[src/rtl/cpu_pkg.sv]
// cpu_pkg: shared vectors, exception FSM state encoding and branch-offset sign extension
package cpu_pkg;
  localparam logic [31:0] RST_VEC_D = 32'h0000_3000;
  localparam logic [31:0] EXC_VEC_D = 32'h0000_4180;
  typedef enum logic {NORM = 1'b0, EXC = 1'b1} exc_state_t;
  function automatic logic [31:0] sext16(input logic [15:0] v);
    return {{16{v[15]}}, v};
  endfunction
endpackage

[src/rtl/pc_next_mux.sv]
// pc_next_mux: next-PC priority mux (jr > jmp > br_taken > pc+4); in pc/jr_tgt/jmp_idx/br_imm + selects, out pc_next
module pc_next_mux #(
  parameter int AW = 32
) (
  input  logic [AW-1:0] pc,
  input  logic          jr,
  input  logic [AW-1:0] jr_tgt,
  input  logic          jmp,
  input  logic [25:0]   jmp_idx,
  input  logic          br_taken,
  input  logic [15:0]   br_imm,
  output logic [AW-1:0] pc_next
);
  import cpu_pkg::*;
  logic [AW-1:0] pc_plus4, br_off;
  assign pc_plus4 = pc + AW'(4);
  assign br_off = AW'($signed(sext16(br_imm))) << 2;
  always_comb pc_next = jr ? jr_tgt :
                        jmp ? {pc_plus4[AW-1:28], jmp_idx, 2'b00} :
                        br_taken ? pc_plus4 + br_off : pc_plus4;
endmodule

[src/rtl/pc_gen_unit.sv]
// pc_gen_unit: fetch PC generator with stall/ready handshake, redirects, EPC, exception FSM and update counter; out pc/pc_valid/epc/in_exc/misalign/upd_cnt
module pc_gen_unit
  import cpu_pkg::*;
#(
  parameter int            AW      = 32,
  parameter logic [AW-1:0] RST_VEC = AW'(RST_VEC_D),
  parameter logic [AW-1:0] EXC_VEC = AW'(EXC_VEC_D),
  parameter int            CNT_W   = 32
) (
  input  logic             clk,
  input  logic             rst,
  input  logic             if_ready,
  input  logic             stall,
  input  logic             br_taken,
  input  logic [15:0]      br_imm,
  input  logic             jmp,
  input  logic [25:0]      jmp_idx,
  input  logic             jr,
  input  logic [AW-1:0]    jr_tgt,
  input  logic             exc_req,
  input  logic             eret,
  output logic [AW-1:0]    pc,
  output logic             pc_valid,
  output logic [AW-1:0]    epc,
  output logic             in_exc,
  output logic             misalign,
  output logic [CNT_W-1:0] upd_cnt
);
  exc_state_t state, state_n;
  logic [AW-1:0] pc_mux, pc_d;
  logic adv, take_exc, take_eret, wr;
  pc_next_mux #(.AW(AW)) u_mux (
    .pc(pc), .jr(jr), .jr_tgt(jr_tgt), .jmp(jmp), .jmp_idx(jmp_idx),
    .br_taken(br_taken), .br_imm(br_imm), .pc_next(pc_mux)
  );
  assign adv = pc_valid & if_ready & ~stall;
  assign take_exc = (state == NORM) & exc_req;
  assign take_eret = (state == EXC) & eret;
  assign wr = adv | take_exc | take_eret;
  assign in_exc = state == EXC;
  assign misalign = |pc[1:0];
  always_comb begin
    state_n = take_exc ? EXC : take_eret ? NORM : state;
    pc_d = take_exc ? EXC_VEC : take_eret ? epc : adv ? pc_mux : pc;
  end
  always_ff @(posedge clk or posedge rst) begin
    if (rst) begin
      state <= NORM;
      pc <= RST_VEC;
      epc <= '0;
      upd_cnt <= '0;
      pc_valid <= 1'b0;
    end else begin
      state <= state_n;
      pc_valid <= 1'b1;
      if (wr) begin
        pc <= pc_d;
        upd_cnt <= upd_cnt + CNT_W'(1);
      end
      if (take_exc) epc <= pc;
    end
  end
endmodule

[config.mk]
export PLATFORM = sky130hd
export DESIGN_NAME = pc_gen_unit
export DESIGN_NICKNAME = d
export VERILOG_FILES = /design/src/rtl/cpu_pkg.sv /design/src/rtl/pc_next_mux.sv /design/src/rtl/pc_gen_unit.sv
export SDC_FILE = /design/constraint.sdc
export NUM_CORES = 1
export LEC_CHECK = 0
export CAP_MARGIN = 5
export CORE_MARGIN = 5
export CORE_UTILIZATION = 45
export DETAILED_ROUTE_END_ITERATION = 10
export PLACE_DENSITY = 0.81
export SYNTH_ARGS = -nofsm -noshare
export SYNTH_HDL_FRONTEND = slang
export SYNTH_SLANG_ARGS = --single-unit
[constraint.sdc]
create_clock -name clk -period 5.1 [get_ports clk]
set_input_delay 0.51 -clock clk [delete_from_list [all_inputs] [get_ports clk]]
set_output_delay 0.51 -clock clk [all_outputs]
set_load 0.02 [all_outputs]
==> flow_metrics.tcl <==
set metrics [dict create \
    synth_cell_types 75 \
    core_mm2 0.01600 \
    first_iter_violations 686 \
    post_cts_resized 0 \
    synth-edff-count 0 \
    gp_congestion 1.002 \
    grt_pass1_vias 7308 \
    firstDrtPassIters 5 \
    grt_use_total_pct 27.64 \
    syn_nets 1025 \
    num_io_pins 182 \
    synth_top_area_cell "dfrtp_1" \
    cts_sinks 98 \
    arrival_ps 4710 \
    cts_root_buffer "clkbuf_16" \
    syn-cell-area_mm2 0.007370 \
    synthArstFlopShare_pct 100.0 \
    dpl_cell_area_mm2 0.009321 \
    start_util_pct 46.06 \
    clk_path_buf_depth 2 \
    wire_per_inst_um 20.46 \
    cp_max_fo 8 \
    h-tree-depth 3 \
    finalCritPeriodShare_pct 87.21 \
    max_freq_mhz 224.8 \
    clk_pin_slew_ps 80 \
    worstSkewPairLatency_ps 340 \
    insertedDiodeCount 0 \
    synthTopCellsByArea "dfrtp_1 33%, nand2_1 9.6%, xnor2_1 6.8%" \
    fin_tns_setup_ps 0 \
    numCtsBuffers 9 \
    portBuffers 181 \
    power.switching_mw 1.621 \
    outcome "finished, final reports clean" \
    rsz0062_at_grt "no" \
    cp_data_required_time_ps 5360 \
    critical_path_class "flop to flop" \
    cap_viol_max_count 0 \
    min_period_ps 4448 \
    p_sw_share_pct 43.10 \
    p_clk_share_pct 19.4 \
    relSlewSlack_pct 38.62 \
    tritoncts "built" \
    vias 7667 \
    dieArea_mm2 0.01904 \
    ys_seq_elements 98 \
    antenna_found_initial 0 \
    hp-class "flop to flop" \
    power.total_mw 3.760 \
    finClkSkew_ps 7.777 \
    start_kind "flop" \
    slew_violations 0 \
    place_hpwl_um 19860 \
    grt_overflow 0 \
    powerDensity_mw_per_mm2 390.0 \
    ys.warnings.count 0 \
    tightest_slew_ps 920.7 \
    syn_to_final_growth_pct 30.81 \
    hold_viol 0 \
    vdd.ir_drop.worst_mv 0.3287 \
    cp-end-kind "flop" \
    syn_area_per_cell_um2 8.143 \
    fin_area_mm2 0.009641 \
    drive_gt1_share_pct 5.514 \
    ys.flop_type "dfrtp_1" \
    p_comb_share_pct 48.9 \
    p_leak_nw 4.152 \
    postCtsSetupRepairBufs 0 \
    vias_per_cell 5.962 \
    grt_pass1_wl_um 40830 \
    ys_seq_area_share_pct 33.31 \
    hold_buffers 0 \
    seqPwrFrac_pct 31.7 \
    synth_top_area_share_pct 32.60 \
    placementRows 46 \
    fp.dieW_um 138.0 \
    drcViolationCount 0 \
    setup_viol 0 \
    fp.dieH_um 138.0 \
    antenna_left 0 \
    nets 1185 \
    synth_cells 905 \
    synthTopCellsByCount "189 x nand2_1, 96 x dfrtp_1, 60 x nor2_1, 57 x xnor2_1, 49 x a21oi_1" \
    p_int_mw 2.139 \
    totalWireLength_um 26310 \
    synth.most_common_cell "nand2_1" \
    grt_max_degree 72 \
]
## path summary, 6_finish.rpt
check,from,to,slack (ps),cells after the start
setup / recovery,pc[3],pc[21],650,14
hold / removal,upd_cnt[31],upd_cnt[31],480,1
setup reg to reg,pc[3],pc[21],650,14
hold reg to reg,upd_cnt[31],upd_cnt[31],480,1
max in group asynchronous,rst,pc[13],3370,3
min in group asynchronous,rst,upd_cnt[19],730,2
## final cells by class
class	instances	area, um2
fill	1459	6360
timing repair buffer	195	1917
multi-input combinational	742	4606
sequential	98	2455
tap	216	270.3
clock buffer	9	225.2
clock inverter	7	93.84
inverter	19	73.82
## power by group through the flow
stage / clock network (mW) / registers, mW / logic [mW]
finish: 0.730 / 1.19 / 1.84
global route: 0.771 / 1.22 / 1.98
CTS: 0.740 / 1.18 / 1.82
detailed placement: 0 / 1.19 / 1.80
global placement: 0 / 1.19 / 1.80
floorplan: 0 / 1.32 / 0.933
## routing by layer
layer / GRT usage (%) / share of wire, % / wire (um)
met5: 0 / 0 / 0
met4: 7.684 / 2.6 / 673
met3: 5.552 / 8.7 / 2302
met2: 42.41 / 46 / 12010
met1: 39.75 / 43 / 11330
## cells by family (layout without fill, tap and decap cells)
logic type	after synthesis	count (layout)	synth area share (%)
AND/OR/NAND/NOR	390	390	24.35
AO/OA/AOI/OAI	224	224	20.75
flip-flops	98	98	33.31
XOR/XNOR	82	82	9.745
buffers and inverters	65	230	4.329
adder cells (fa/ha/maj)	37	37	6.384
multiplexers	8	8	1.087
other	1	1	0.05088
## flip-flops by register name, summed over array words and instances (netlist names)
signal,count
pc_valid,1
pc,32
upd_cnt,32
epc,32
in_exc,1
## worst max-delay path, cell delays in order (launching register included)
cell and delay [ps]:
dfrtp_1 500, ha_1 240, nand3_1 160, inv_1 120, and4_1 270, xor2_1 330
ha_1 280, nand2_1 120, or4_4 540, or3_4 390, o211ai_1 130, mux2i_1 210
a2111oi_0 80, o311ai_0 750, nor3b_1 250
## through the flow
stage          worst slack [ps]  cells  hold WS (ps)  utilization [%]
3_3_place_gp              867.7   1270         456.8            58.26
2_1_floorplan              1239    905         549.1                -
5_1_grt                   477.7   1286         496.3            60.25
3_5_place_dp              861.1   1270         479.9            58.26
4_1_cts                   825.5   1286         490.8            60.25
6_report                  652.4   1286         482.5            60.25
## cells in the final DEF (no fill, tap or decap), types with 5 or more instances in the layout
cell type and n:
nor3_1 23, xor2_1 25, clkdlybuf4s50_1 181, nand3_1 35, o21a_1 8, a31oi_1 15, ha_1 36, nand4_1 19
and3_1 14, mux2i_1 8, o21ai_0 37, nand2b_1 7, o211ai_1 18, nor2b_1 5, a211oi_1 15, xnor2_1 57
o221ai_1 6, inv_1 16, nor2_1 59, and2_1 6, a21oi_1 49, o31ai_1 5, dfrtp_1 96, a21o_1 19
a211o_1 6, clkbuf_16 9, nand2_1 189, and4_1 6, buf_4 14
(Power assumes the default switching activity.)
